--- src/rtl/cu_pkg.sv ---
// Shared types and constants for the multicycle accumulator control unit.
// State list includes HALT, which is only reachable when CU_HALT_EN is defined.
package cu_pkg;

    typedef enum logic [3:0] {
        IDLE     = 4'd0,
        FETCH    = 4'd1,
        DECODE   = 4'd2,
        EXEC_R   = 4'd3,
        EXEC_I   = 4'd4,
        WB_ALU   = 4'd5,
        MEM_ADDR = 4'd6,
        MEM_RD   = 4'd7,
        WB_MEM   = 4'd8,
        MEM_WR   = 4'd9,
        BR_CMP   = 4'd10,
        BR_TAKE  = 4'd11,
        JUMP     = 4'd12,
        HALT     = 4'd13
    } state_t;

    localparam logic [3:0] OP_R    = 4'd0;
    localparam logic [3:0] OP_ADDI = 4'd1;
    localparam logic [3:0] OP_LW   = 4'd2;
    localparam logic [3:0] OP_SW   = 4'd3;
    localparam logic [3:0] OP_BEQZ = 4'd4;
    localparam logic [3:0] OP_J    = 4'd5;
    localparam logic [3:0] OP_HALT = 4'd15;

    localparam logic ALU_ADD = 1'b0;
    localparam logic ALU_SUB = 1'b1;

endpackage

--- src/rtl/cu_output_decoder.sv ---
// Moore output map: datapath strobes and selects from the current state,
// with Func[0] and toaccIn only consulted in EXEC_R and the write-back states.
module cu_output_decoder
    import cu_pkg::*;
(
    input  state_t state,
    input  logic   func0,
    input  logic   toacc_in,
    output logic   PCWrite,
    output logic   IorM,
    output logic   MemWrite,
    output logic   IRWrite,
    output logic   toacc,
    output logic   ItypeSel,
    output logic   Asel,
    output logic   Bsel,
    output logic   Awrite,
    output logic   Bwrite,
    output logic   RegWrite,
    output logic   IsZeroWrite,
    output logic   ALUCtrl,
    output logic   Jcontrol,
    output logic   ALUWrite
);

    // Per-state strobe decode; IDLE, HALT and illegal encodings leave everything low.
    always_comb begin
        PCWrite     = 1'b0;
        IorM        = 1'b0;
        MemWrite    = 1'b0;
        IRWrite     = 1'b0;
        toacc       = 1'b0;
        ItypeSel    = 1'b0;
        Asel        = 1'b0;
        Bsel        = 1'b0;
        Awrite      = 1'b0;
        Bwrite      = 1'b0;
        RegWrite    = 1'b0;
        IsZeroWrite = 1'b0;
        ALUCtrl     = ALU_ADD;
        Jcontrol    = 1'b0;
        ALUWrite    = 1'b0;
        case (state)
            FETCH: begin
                IRWrite = 1'b1;
                PCWrite = 1'b1;
                Asel    = 1'b1;
                Bsel    = 1'b1;
            end
            DECODE: begin
                Awrite = 1'b1;
                Bwrite = 1'b1;
            end
            EXEC_R: begin
                ALUWrite = 1'b1;
                ALUCtrl  = func0 ? ALU_SUB : ALU_ADD;
            end
            EXEC_I, MEM_ADDR: begin
                ALUWrite = 1'b1;
                ItypeSel = 1'b1;
                Bsel     = 1'b1;
            end
            WB_ALU: begin
                RegWrite = 1'b1;
                toacc    = toacc_in;
            end
            MEM_RD: begin
                IorM = 1'b1;
            end
            WB_MEM: begin
                RegWrite = 1'b1;
                IorM     = 1'b1;
                toacc    = toacc_in;
            end
            MEM_WR: begin
                IorM     = 1'b1;
                MemWrite = 1'b1;
            end
            BR_CMP: begin
                IsZeroWrite = 1'b1;
                ALUCtrl     = ALU_SUB;
            end
            BR_TAKE: begin
                Jcontrol = 1'b1;
            end
            JUMP: begin
                Jcontrol = 1'b1;
                PCWrite  = 1'b1;
            end
            default: begin
            end
        endcase
    end

endmodule

--- src/rtl/control_unit.sv ---
// Multicycle Moore control FSM for the 16-bit accumulator datapath.
// Optional CU_HALT_EN: opcode 0xF enters HALT until Reset; otherwise 0xF is a NOP.
module control_unit
    import cu_pkg::*;
(
    input  logic       CLK,
    input  logic       Reset,
    input  logic [3:0] Opcode,
    input  logic [3:0] Func,
    input  logic       toaccIn,
    output logic       PCWrite,
    output logic       IorM,
    output logic       MemWrite,
    output logic       IRWrite,
    output logic       toacc,
    output logic       ItypeSel,
    output logic       Asel,
    output logic       Bsel,
    output logic       Awrite,
    output logic       Bwrite,
    output logic       RegWrite,
    output logic       IsZeroWrite,
    output logic       ALUCtrl,
    output logic       Jcontrol,
    output logic       ALUWrite
);

    state_t state_r;
    state_t next_state_s;
    logic   func_unused_s;

    assign func_unused_s = ^Func[3:1];

    // State register with synchronous reset into IDLE.
    always_ff @(posedge CLK) begin
        if (Reset) begin
            state_r <= IDLE;
        end else begin
            state_r <= next_state_s;
        end
    end

    // Next-state logic; anything not recognised falls back to IDLE.
    always_comb begin
        next_state_s = IDLE;
        case (state_r)
            IDLE:   next_state_s = FETCH;
            FETCH:  next_state_s = DECODE;
            DECODE: begin
                case (Opcode)
                    OP_R:    next_state_s = EXEC_R;
                    OP_ADDI: next_state_s = EXEC_I;
                    OP_LW,
                    OP_SW:   next_state_s = MEM_ADDR;
                    OP_BEQZ: next_state_s = BR_CMP;
                    OP_J:    next_state_s = JUMP;
`ifdef CU_HALT_EN
                    OP_HALT: next_state_s = HALT;
`endif
                    default: next_state_s = FETCH;
                endcase
            end
            EXEC_R, EXEC_I: next_state_s = WB_ALU;
            MEM_ADDR: begin
                if (Opcode == OP_LW) begin
                    next_state_s = MEM_RD;
                end else begin
                    next_state_s = MEM_WR;
                end
            end
            MEM_RD:  next_state_s = WB_MEM;
            BR_CMP:  next_state_s = BR_TAKE;
            WB_ALU, WB_MEM, MEM_WR, BR_TAKE, JUMP: next_state_s = FETCH;
`ifdef CU_HALT_EN
            HALT:    next_state_s = HALT;
`endif
            default: next_state_s = IDLE;
        endcase
    end

    cu_output_decoder u_output_decoder (
        .state       (state_r),
        .func0       (Func[0]),
        .toacc_in    (toaccIn),
        .PCWrite     (PCWrite),
        .IorM        (IorM),
        .MemWrite    (MemWrite),
        .IRWrite     (IRWrite),
        .toacc       (toacc),
        .ItypeSel    (ItypeSel),
        .Asel        (Asel),
        .Bsel        (Bsel),
        .Awrite      (Awrite),
        .Bwrite      (Bwrite),
        .RegWrite    (RegWrite),
        .IsZeroWrite (IsZeroWrite),
        .ALUCtrl     (ALUCtrl),
        .Jcontrol    (Jcontrol),
        .ALUWrite    (ALUWrite)
    );

endmodule

--- config.mk ---
export PLATFORM = sky130hd
export DESIGN_NAME = control_unit
export DESIGN_NICKNAME = d
export VERILOG_FILES = /design/src/rtl/cu_pkg.sv /design/src/rtl/cu_output_decoder.sv /design/src/rtl/control_unit.sv
export SDC_FILE = /design/constraint.sdc
export NUM_CORES = 1
export LEC_CHECK = 0
export BUFFER_PORTS_ARGS = -buffer_cell sky130_fd_sc_hd__buf_2
export CORE_AREA = 2 2 39 41
export CTS_BUF_LIST = sky130_fd_sc_hd__clkbuf_2
export DETAILED_ROUTE_END_ITERATION = 7
export DIE_AREA = 0 0 41 43
export PLACE_DENSITY = 0.8
export SYNTH_ARGS = -nofsm -noshare
export SYNTH_HDL_FRONTEND = slang
export SYNTH_HIERARCHICAL = 1
export SYNTH_SLANG_ARGS = --single-unit
--- constraint.sdc ---
create_clock -name CLK -period 4.8 [get_ports CLK]
set_input_delay 0.48 -clock CLK [delete_from_list [all_inputs] [get_ports CLK]]
set_output_delay 0.48 -clock CLK [all_outputs]
set_load 0.005 [all_outputs]
# After elaboration in Yosys (flattened, before gate mapping)
# Index checks and enable logic that the tools add are counted.
word_totals:
  ff_bits: 4
  input_bits: 11
  output_inout_bits: 15
  word_cells: 47
classes:
  n_eq_ne: 17
  muxes: 17
  reduce_logical: 12
ops:
  columns: ["op", "n"]
  rows:
  - ["one-hot mux 4 bit (7 select lines)", 1]
  - ["equality test 4 x 3 -> 1 bit, second input constant", 6]
  - ["equality test 4 bit, second input constant", 5]
  - ["one-hot mux 4 bit (5 select lines)", 1]
  - ["equality test 4 x 2 -> 1 bit, second input constant", 4]
  - ["2-to-1 mux 1 bit", 13]
  - ["OR reduction 2 bit", 6]
  - ["OR reduction 3 bit", 3]
  - ["equality test 4 x 1 -> 1 bit, second input constant", 2]
  - ["logical NOT 4 bit", 2]
  - ["OR reduction 6 bit", 1]
  - ["2-to-1 mux 4 bit", 1]
  - ["one-hot mux 1 bit (2 select lines)", 1]

# Logic depth before layout (Yosys ltp)
# Gate-level depths: netlist of run 1.
logic_depth:
  depth_word: 4
  depth_mapped: 5
  ltp_nobuf: 4

# Hierarchy
# Netlist of run 1, hierarchy kept.
by_module_without_submodules:
  columns: ["module", "instances", "cells_per_inst", "area_each_um2", "seq_area_each_um2"]
  rows:
  - ["control_unit", 1, 37, 302.8, 80.1]
  - ["cu_output_decoder", 1, 32, 227.7, 0.0]

# Worst setup path after synthesis of run 1
# OpenSTA, ideal clock, no wires.
synth_path:
  kind: "register -> output"
  startpoint: "reg state_r[1]"
  endpoint: "out IRWrite"
  arrival_ns: 1.180
  required_time_ns: 4.320
  path_slack_ns: 3.140
  stages_incl_launch_ff: 5
  n_path_buf: 2
  cell_sequence: "dfxtp_1 > buf_6 > or3b_1 > nor2_1 > buf_4"
synth_via:
  elab_chain_len: 2
synth_rtl:
  columns: ["element", "line_no", "text"]
  rows:
  - ["start: declaration", "control_unit.sv:28", "state_t state_r;"]
  - ["start signal: assignment", "control_unit.sv:39", "state_r <= next_state_s;"]
  - ["equality test 4 x 1 -> 1 bit", null, null]
  - ["2-to-1 mux 1 bit", null, null]
  - ["end: declaration", "control_unit.sv:14", "output logic IRWrite,"]
# No other way between the ends.

# Worst setup path after layout of run 1
layout_path:
  startpoint: "reg state_r[3]"
  endpoint: "out RegWrite"
layout_via:
  elab_chain_len: 3
  word_cells_on_any_way: 4
layout_rtl:
  columns: ["element", "line_no", "text"]
  rows:
  - ["equality test 4 x 3 -> 1 bit or equality test 4 bit (tied branches)", "cu_output_decoder.sv:43", "case (state)"]
  - ["OR reduction 2 bit (no line) *", null, null]
  - ["2-to-1 mux 1 bit *", "cu_output_decoder.sv:43", null]
  - ["end: declaration", "control_unit.sv:21", "output logic RegWrite,"]
# Every way passes the cells marked *; elsewhere a longest branch is shown, timed or not.

==> qor.yml, run 1 <==
status:
  outcome: "completed"
worst_setup_path:
  endpoint_kind: "primary output"
  crit_fanout: 21
  crit_type: "register to primary output"
  startpoint_type: "register"
  crit_required_ps: 4320
  cp.arrival_ps: 1630
finish:
  final_common_cell: "buf_2"
  top_regs: "state_r x4"
  diodes: 0
  largest_reg_flops: 4
  drive_above_1_share_pct: 32.6
  area_delta_synth_final_pct: 15.6
  top_register: "state_r"
  final_cell_count_no_fill: 102
  layout_common_cells: "22 x buf_2, 9 x a21oi_1, 8 x nand3b_1, 7 x nand2b_1"
  fin_nets: 99
sta:
  post-route-min-period_ps: 2110
  finalSetupViolations: 0
  setup-tns-final_ps: 0
  fmax_mhz: 473
  max_slew_margin_pct: 57.2
  slew_violations: 0
  worst_hold_slack_ps: 469
  rsz0062_at_grt: "false"
  finClkSkew_ps: 2.11
  worst_slew_pin_slew_ps: 641
  finalHoldViolCount: 0
  finalCritPeriodShare_pct: 44.0
global_routing:
  grt_overflow: 0
  antenna_found_initial: 0
  grt.total_usage_pct: 13.6
  grt_pass1_vias: 404
  grt_max_degree: 25
  grt_pass1_wl_um: 1690
logic_synthesis:
  syn-cell-area_um2: 531
  netlist_instances: 69
  yosysWarnings: 6
  syn_nets: 80
  synth-edff-count: 0
  synth.distinct_cells: 29
  synth_ff_type: "dfxtp_1"
  async_reset_ff_share_pct: 0
  seq_area_frac_synth_pct: 15.1
  yosys_register_bits: 4
  synth.avg_cell_area_um2: 7.69
floorplanning:
  coreArea_mm2: 0.00138
  initial_utilization_pct: 38.3
  chipHeight_um: 43
  pin_count: 26
  die_w_um: 41
  rows: 14
  die_area_mm2: 0.00176
route:
  firstDrtPassIters: 4
  routed_wl_um: 1090
  ant_nets: 0
  drc: 0
  vias_per_cell: 5.57
  drt_iter0_drc: 19
  wl_per_cell_um: 10.7
  num_vias: 568
clock_network:
  cts_made_buffers: 3
  postCtsSetupBuffers: 0
  clk_latency_ps: 200
  cts_root_buf: "clkbuf_2"
  cts_tree: "yes"
  cts.sinks: 4
  cts_resized: 0
  path_clk_slew_ps: 40
  htreeDepth: 1
  hold_buffers: 0
  clockBufferDepth: 2
worst_hold_path:
  hp-class: "input port to register"
job:
  drv_cap: 0
pwr:
  powerDensity_mw_per_mm2: 195
  p_leak_nw: 0.244
  vdd_drop_max_uv: 102
  finalPower_uw: 119
placement:
  dp_hpwl_um: 755
  place.port_buffers: 22
  gp_congestion: 0.775
  dp.cells: 99
==> power by group <==
group | switching, mW | total, mW | internal [mW]
clock network | 0.0119 | 0.0287 | 0.0168
registers | 0.0134 | 0.0497 | 0.0363
logic | 0.0170 | 0.0411 | 0.0240
==> cell families after synthesis <==
logic type,Yosys count,share of synthesized area [%]
and+or+nand+nor,34,44.1
AOI/OAI and AO/OA,19,23.8
buffers and inverters,10,13.2
DFF,4,15.1
muxes,1,1.89
adders and majority gates,1,1.89
==> metal layers <==
metal / global-route usage [%] / vias up / wire length (µm)
li1: - / 290 / -
met1: 19.5 / 255 / 569
met2: 18.8 / 23 / 416
met3: 4.71 / 0 / 103
met4: 4.00 / 0 / 0
met5: 0 / - / 0
==> cell usage after synthesis (2+ instances only) <==
| library cell | count | area [µm²] |
|---|---|---|
| dfxtp_1 | 4 | 80.1 |
| buf_4 | 2 | 15.0 |
| or3b_1 | 4 | 35.0 |
| a21oi_1 | 9 | 45.0 |
| buf_6 | 3 | 33.8 |
| inv_1 | 2 | 7.51 |
| nor2_1 | 2 | 7.51 |
| nand2b_1 | 7 | 43.8 |
| o211ai_1 | 2 | 15.0 |
| nand3b_1 | 8 | 60.1 |
| a2111oi_0 | 2 | 17.5 |
| nand2_1 | 2 | 7.51 |
| or3_1 | 2 | 12.5 |
| buf_2 | 2 | 10.0 |
| nor3b_1 | 3 | 22.5 |
| nor3_1 | 2 | 10.0 |
==> path summary, 6_finish.rpt <==
| check | from | endpoint | slack, ps | cells past startpoint |
|---|---|---|---|---|
| worst max-delay path | state_r[3] | RegWrite | 2690 | 3 |
| worst min-delay path | Reset | state_r[0] | 470 | 2 |
| worst max register to register | state_r[1] | state_r[0] | 3040 | 4 |
| worst min register to register | state_r[1] | state_r[3] | 710 | 2 |
==> per-stage QoR <==
step / setup slack (ps) / area (µm²) / utilization [%]
6_report: 2690 / 613 / 44.3
5_1_grt: 2570 / 613 / 44.3
4_1_cts: 2700 / 613 / 44.3
3_5_place_dp: 2920 / 598 / 43.2
3_3_place_gp: 2950 / 598 / 43.2
2_1_floorplan: 3140 / 531 / -
==> area by class of cell <==
| type | instances | area, µm² |
|---|---|---|
| tap | 16 | 20.0 |
| timing repair buffer | 22 | 110 |
| sequential | 4 | 80.1 |
| fill | 153 | 771 |
| inverter | 2 | 7.51 |
| clock buffer | 3 | 15.0 |
| multi-input combinational | 55 | 380 |
==> critical path, cell delays in order (launching register included) <==
cell and delay (ps):
dfxtp_1 720, or3b_1 430, a21oi_1 150, buf_2 130
Power figures use the tool's default switching activity.
==> run 2, diff against run 1 <==
- PLACE_DENSITY: 0.8 -> 0.83
- clock period: 4.8 -> 1.9 ns (I/O delays scaled with it)
==> qor.yml, run 2 (synthesized netlist as in run 1, its figures left out) <==
clock_network:
  clockBufferDepth: 2  # unchanged
  cts_made_buffers: 3  # unchanged
  postCtsSetupBuffers: 0  # unchanged
  clk_latency_ps: 210  # was 200 ps
  hold_buffers: 0  # unchanged
  cts_root_buf: "clkbuf_2"  # unchanged
  cts_resized: 0  # unchanged
  cts.sinks: 4  # unchanged
  path_clk_slew_ps: 40  # about the same
  cts_tree: "yes"  # unchanged
  htreeDepth: 1  # unchanged
worst_setup_path:
  r2r_setup_slack_ps: 390  # was 3040 ps
  cp_num_buf_inv: 2  # was 1
  r2r_end: "state_r[0]"  # unchanged
  reg2regPathDepth: 4  # unchanged
  crit_required_ps: 1710  # was 4320 ps
  r2r_start: "state_r[0]"  # was state_r[1]
  path_delay_family: "simple AND/OR/NAND/NOR gates"  # was flip-flops
  endpoint_kind: "primary output"  # unchanged
  cp.arrival_ps: 1420  # was 1630 ps
  crit_chain: "buf_4, or3b_1, a21oi_1, buf_2"  # was or3b_1, a21oi_1, buf_2
  crit_fanout: 20  # was 21
  crit_type: "register to primary output"  # unchanged
  critPathMaxStageDelay_ps: 390  # was 720 ps
  startpoint_type: "register"  # unchanged
  worst_path_max_delay_cell: "or3b_1"  # was dfxtp_1
sta:
  finClkSkew_ps: 0.559  # was 2.11 ps
  max_slew_margin_pct: 73.5  # was 57.2%
  finalSetupViolations: 0  # unchanged
  setup-tns-final_ps: 0  # unchanged
  post-route-min-period_ps: 1610
  slew_violations: 0  # unchanged
  rsz0062_at_grt: "false"  # unchanged
  finalHoldViolCount: 0  # unchanged
  fmax_mhz: 622
  finalCritPeriodShare_pct: 84.6
  worst_slew_pin_slew_ps: 392  # was 641 ps
placement:
  dp_hpwl_um: 861  # was 755 µm
  place.port_buffers: 22  # unchanged
  place_area_um2: 628  # was 598 µm²
  gp_congestion: 0.783  # was 0.775
global_routing:
  grt_use_met2_pct: 21.3  # was 18.8%
  grt_max_degree: 24  # was 25
  grt_overflow: 0  # unchanged
  globalRoute.busiestLayer: "met2"  # was met1
  grt.total_usage_pct: 15.1  # was 13.6%
  antenna_found_initial: 0  # unchanged
  use_met1_pct: 20.9  # was 19.5%
  grt_pass1_wl_um: 1870  # was 1690 µm
  use_met3_pct: 4.71  # unchanged
  grt_pass1_vias: 456  # was 404
finish:
  area_delta_synth_final_pct: 21.2  # was 15.6%
  final_common_cell: "buf_2"  # unchanged
  top_register: "state_r"  # unchanged
  fin_nets: 103  # was 99
  largest_reg_flops: 4  # unchanged
  diodes: 0  # unchanged
  layout_common_cells: "22 x buf_2, 9 x a21oi_1, 8 x nand3b_1, 7 x nand2b_1"  # unchanged
  fin_area_um2: 643  # was 613 µm²
  top_regs: "state_r x4"  # unchanged
  drive_above_1_share_pct: 35.6  # was 32.6%
worst_hold_path:
  hp-class: "input port to register"  # unchanged
  hold_start: "Reset"  # unchanged
  hold_end: "state_r[0]"  # unchanged
  hold_path_depth: 2  # unchanged
job:
  drv_cap: 0  # unchanged
floorplanning:
  coreArea_mm2: 0.00138  # unchanged
  initial_utilization_pct: 38.3  # unchanged
  die_w_um: 41  # unchanged
  chipHeight_um: 43  # unchanged
  die_area_mm2: 0.00176  # unchanged
  rows: 14  # unchanged
  pin_count: 26  # unchanged
route:
  drc: 0  # unchanged
  firstDrtPassIters: 4  # unchanged
  wl_per_cell_um: 11.9  # was 10.7 µm
  routed_wl_um: 1260  # was 1090 µm
  drt_iter0_drc: 8  # was 19
  vias_per_cell: 5.55  # was 5.57
  ant_nets: 0  # unchanged
  num_vias: 588  # was 568
pwr:
  powerDensity_mw_per_mm2: 498  # was 195 mW/mm²
  vdd_drop_max_uv: 375  # was 102 µV
  p_leak_nw: 0.265  # was 0.244 nW
status:
  outcome: "completed"  # unchanged
-- run 2: worst max path at each step --
| stage | startpoint | endpoint | slack, ps | depth (start not counted) |
|---|---|---|---|---|
| 2_1_floorplan | state_r[0] | state_r[0] | 370 | 5 |
| 3_3_place_gp | state_r[0] | state_r[0] | 440 | 4 |
| 3_5_place_dp | state_r[0] | state_r[0] | 400 | 4 |
| 4_1_cts | state_r[3] | toacc | 290 | 4 |
| 5_1_grt | state_r[0] | IRWrite | 180 | 4 |
| 6_report | state_r[3] | toacc | 290 | 4 |
-- run 2: worst reg2reg max path: stages, from the launching register on --
cell and delay [ps]:
dfxtp_1 300, or4b_1 560, a211oi_2 290, a22o_1 190
nor3_1 40
-- run 2: cell type report --
cell class | count | area, µm²
fillers | 145 | 741
multi-input cells | 55 | 380
repair buffers | 26 | 140
flip-flops and latches | 4 | 80.1
well taps | 16 | 20.0
clock buffers | 3 | 15.0
inverters | 2 | 7.51
-- run 2: power breakdown --
part	internal [mW]	leakage, nW	switching [mW]	total, mW
Clock	0.0425	0.0125	0.0351	0.0775
Sequential	0.0916	0.0328	0.00309	0.0946
Combinational	0.0696	0.220	0.0787	0.148
Total	0.204	0.265	0.117	0.320
-- run 2: routing by layer --
metal	up-vias	share of wire, %
met5	-	0
met4	0	0.95
met3	2	8.6
met2	30	42
met1	259	48
li1	297	-
-- run 2: per-stage QoR --
| step | instances | power [mW] | setup slack (ps) | util [%] | hold slack (ps) |
|---|---|---|---|---|---|
| finish | 106 | 0.320 | 292 | 46.5 | 169 |
| global route | 106 | 0.349 | 178 | 46.5 | 149 |
| CTS | 106 | 0.324 | 288 | 46.5 | 155 |
| detailed placement | 103 | 0.244 | 398 | 45.4 | 381 |
| global placement | 103 | 0.238 | 438 | 45.4 | 374 |
| floorplan | 69 | 0.208 | 369 | - | 267 |
==> run 3, diff against run 2 <==
- ABC_AREA: default -> 1
- PLACE_DENSITY: 0.83 -> 0.79
- clock period: 1.9 -> 1.5 ns (I/O delays scaled with it)
==> qor.yml, run 3 <==
worst_setup_path:
  startpoint_type: "register"  # unchanged
  path_delay_family: "flip-flops"  # was simple AND/OR/NAND/NOR gates
  r2r_setup_slack_ps: 390  # about the same
  reg2regPathDepth: 4  # unchanged
  cp.arrival_ps: 1170  # was 1420 ps
  r2r_end: "state_r[0]"  # unchanged
  crit_type: "register to primary output"  # unchanged
  crit_required_ps: 1350  # was 1710 ps
  crit_chain: "inv_1, nor2_2, nand2_1, o31ai_1, buf_2"  # was buf_4, or3b_1, a21oi_1, buf_2
  r2r_start: "state_r[1]"  # was state_r[0]
  worst_path_max_delay_cell: "dfxtp_2"  # was or3b_1
  critPathMaxStageDelay_ps: 420  # was 390 ps
  critPathLaunch: "state_r[2]"  # was state_r[3]
  cp_num_buf_inv: 2  # unchanged
  endpoint_kind: "primary output"  # unchanged
  crit_fanout: 10  # was 20
sta:
  setup-tns-final_ps: 0  # unchanged
  finalSetupViolations: 0  # unchanged
  worst_slew_pin_slew_ps: 226  # was 392 ps
  slew_violations: 0  # unchanged
  max_slew_margin_pct: 84.9  # was 73.5%
  finClkSkew_ps: 8.20  # was 0.559 ps
  fmax_mhz: 755
  finalCritPeriodShare_pct: 88.2
  finalHoldViolCount: 0  # unchanged
  post-route-min-period_ps: 1320
  worst_hold_slack_ps: 139  # was 169 ps
  rsz0062_at_grt: "false"  # unchanged
route:
  routed_wl_um: 1210  # was 1260 µm
  wl_per_cell_um: 8.40  # was 11.9 µm
  num_vias: 675  # was 588
  firstDrtPassIters: 4  # unchanged
  drc: 0  # unchanged
  vias_per_cell: 4.69  # was 5.55
  ant_nets: 0  # unchanged
  drt_iter0_drc: 13  # was 8
logic_synthesis:
  synth_ff_type: "dfxtp_1"  # unchanged
  yosysTopAreaCellShare_pct: 24.0  # was 15.1%
  syn_nets: 117  # was 80
  seq_area_frac_synth_pct: 15.5  # was 15.1%
  synth.distinct_cells: 18  # was 29
  yosys_register_bits: 4  # unchanged
  synth.avg_cell_area_um2: 4.87  # was 7.69 µm²
  synth_commonest_cells: "33 x nand2_1, 24 x nor2_1, 17 x inv_1"  # was 9 x a21oi_1, 8 x nand3b_1, 7 x nand2b_1
  synthMostInstantiatedCell: "nand2_1"  # was a21oi_1
  syn-cell-area_um2: 517  # was 531 µm²
  synthTopCellsByArea: "nand2_1 24%, nor2_1 17%, dfxtp_1 15%"  # was dfxtp_1 15%, nand3b_1 11%, a21oi_1 8.5%
  async_reset_ff_share_pct: 0  # unchanged
  synth-edff-count: 0  # unchanged
  yosysWarnings: 6  # unchanged
  yosys.area.top_type: "nand2_1"  # was dfxtp_1
  netlist_instances: 106  # was 69
floorplanning:
  initial_utilization_pct: 37.3  # was 38.3%
  coreArea_mm2: 0.00138  # unchanged
  chipHeight_um: 43  # unchanged
  rows: 14  # unchanged
  die_area_mm2: 0.00176  # unchanged
  die_w_um: 41  # unchanged
  pin_count: 26  # unchanged
clock_network:
  postCtsSetupBuffers: 0  # unchanged
  cts_root_buf: "clkbuf_2"  # unchanged
  clk_latency_ps: 210  # about the same
  htreeDepth: 1  # unchanged
  clockBufferDepth: 2  # unchanged
  path_clk_slew_ps: 50  # was 40 ps
  cts_made_buffers: 3  # unchanged
  cts_tree: "yes"  # unchanged
  cts.sinks: 4  # unchanged
global_routing:
  grt_pass1_wl_um: 1910  # was 1870 µm
  grt_overflow: 0  # unchanged
  use_met3_pct: 6.28  # was 4.71%
  grt_use_met2_pct: 26.3  # was 21.3%
  globalRoute.busiestLayer: "met2"  # unchanged
  grt_max_degree: 14  # was 24
  grt_pass1_vias: 534  # was 456
  antenna_found_initial: 0  # unchanged
  use_met1_pct: 17.0  # was 20.9%
  grt.total_usage_pct: 15.1  # about the same
worst_hold_path:
  hold_path_depth: 2  # unchanged
  hold_end: "state_r[0]"  # unchanged
  hp-class: "input port to register"  # unchanged
  hold_start: "Reset"  # unchanged
pwr:
  vdd_drop_max_uv: 619  # was 375 µV
  powerDensity_mw_per_mm2: 761  # was 498 mW/mm²
  p_leak_nw: 0.397  # was 0.265 nW
finish:
  area_delta_synth_final_pct: 25.2  # was 21.2%
  fin_nets: 141  # was 103
  drive_above_1_share_pct: 29.7  # was 35.6%
  final_cell_count_no_fill: 144  # was 106
  layout_common_cells: "33 x nand2_1, 24 x nor2_1, 22 x buf_2, 17 x inv_1, 6 x nand3_1"  # was 22 x buf_2, 9 x a21oi_1, 8 x nand3b_1, 7 x nand2b_1
  final_core_utilization_pct: 46.7  # was 46.5%
  largest_reg_flops: 4  # unchanged
  final_common_cell: "nand2_1"  # was buf_2
  diodes: 0  # unchanged
  top_register: "state_r"  # unchanged
  top_regs: "state_r x4"  # unchanged
status:
  outcome: "completed"  # unchanged
placement:
  place.port_buffers: 22  # unchanged
  dp.cells: 141  # was 103
  gp_congestion: 0.823  # was 0.783
  dp_hpwl_um: 983  # was 861 µm
job:
  drv_cap: 0  # unchanged
[run 3: cell count changes after synthesis, moves of 4 or more]
cell | previous run | this run
a21oi_1 | 9 | 3
inv_1 | 2 | 17
nand2_1 | 2 | 33
nand2b_1 | 7 | 0
nand3_1 | 0 | 6
nand3b_1 | 8 | 0
nor2_1 | 2 | 24
or3b_1 | 4 | 0
[run 3: area by class of cell]
class,count,area (µm²)
Sequential cell,4,85.1
Multi-Input combinational cell,79,342
Inverter,20,75.1
Clock buffer,3,15.0
Timing Repair Buffer,22,110
Tap cell,16,20.0
Fill cell,155,737
[run 3: per-stage QoR]
stage,instance area (µm²),setup WS (ps),power (mW)
finish,647,176,0.493
global route,647,54.6,0.554
CTS,642,31.2,0.495
detailed placement,627,256,0.394
global placement,627,283,0.388
floorplan,517,322,0.325
[run 3: logic make-up (layout without fill, tap and decap cells)]
family          count (synthesis)  after routing  synth area share, %
buf+inv                        23             45                 18.4
compound gates                  9              9                 9.93
simple gates                   70             70                 56.2
flops                           4              4                 15.5
[run 3: where the power goes]
group          switching (mW)  total (mW)  internal, mW  leakage [nW]
clock network          0.0421      0.0959        0.0537        0.0125
registers              0.0395       0.164         0.125        0.0343
logic                   0.139       0.232        0.0938         0.350
[run 3: routing by layer]
| metal | share of wire [%] | routed length (µm) |
|---|---|---|
| met1 | 44 | 535 |
| met4 | 0.83 | 10 |
| met3 | 8.6 | 104 |
| met5 | 0 | 0 |
| met2 | 46 | 558 |
[run 3: how the worst max path moves through the flow]
stage	to	depth (start not counted)
finish	ALUWrite	5
global route	ALUWrite	5
CTS	ALUWrite	5
detailed placement	ALUWrite	5
global placement	state_r[0]	4
floorplan	Bwrite	4
[run 3: repair_timing]
action | in CTS | in global routing
resized for setup | 0 | 4
endpoints found under the setup margin | 0 | 13
hold buffers | 0 | 0
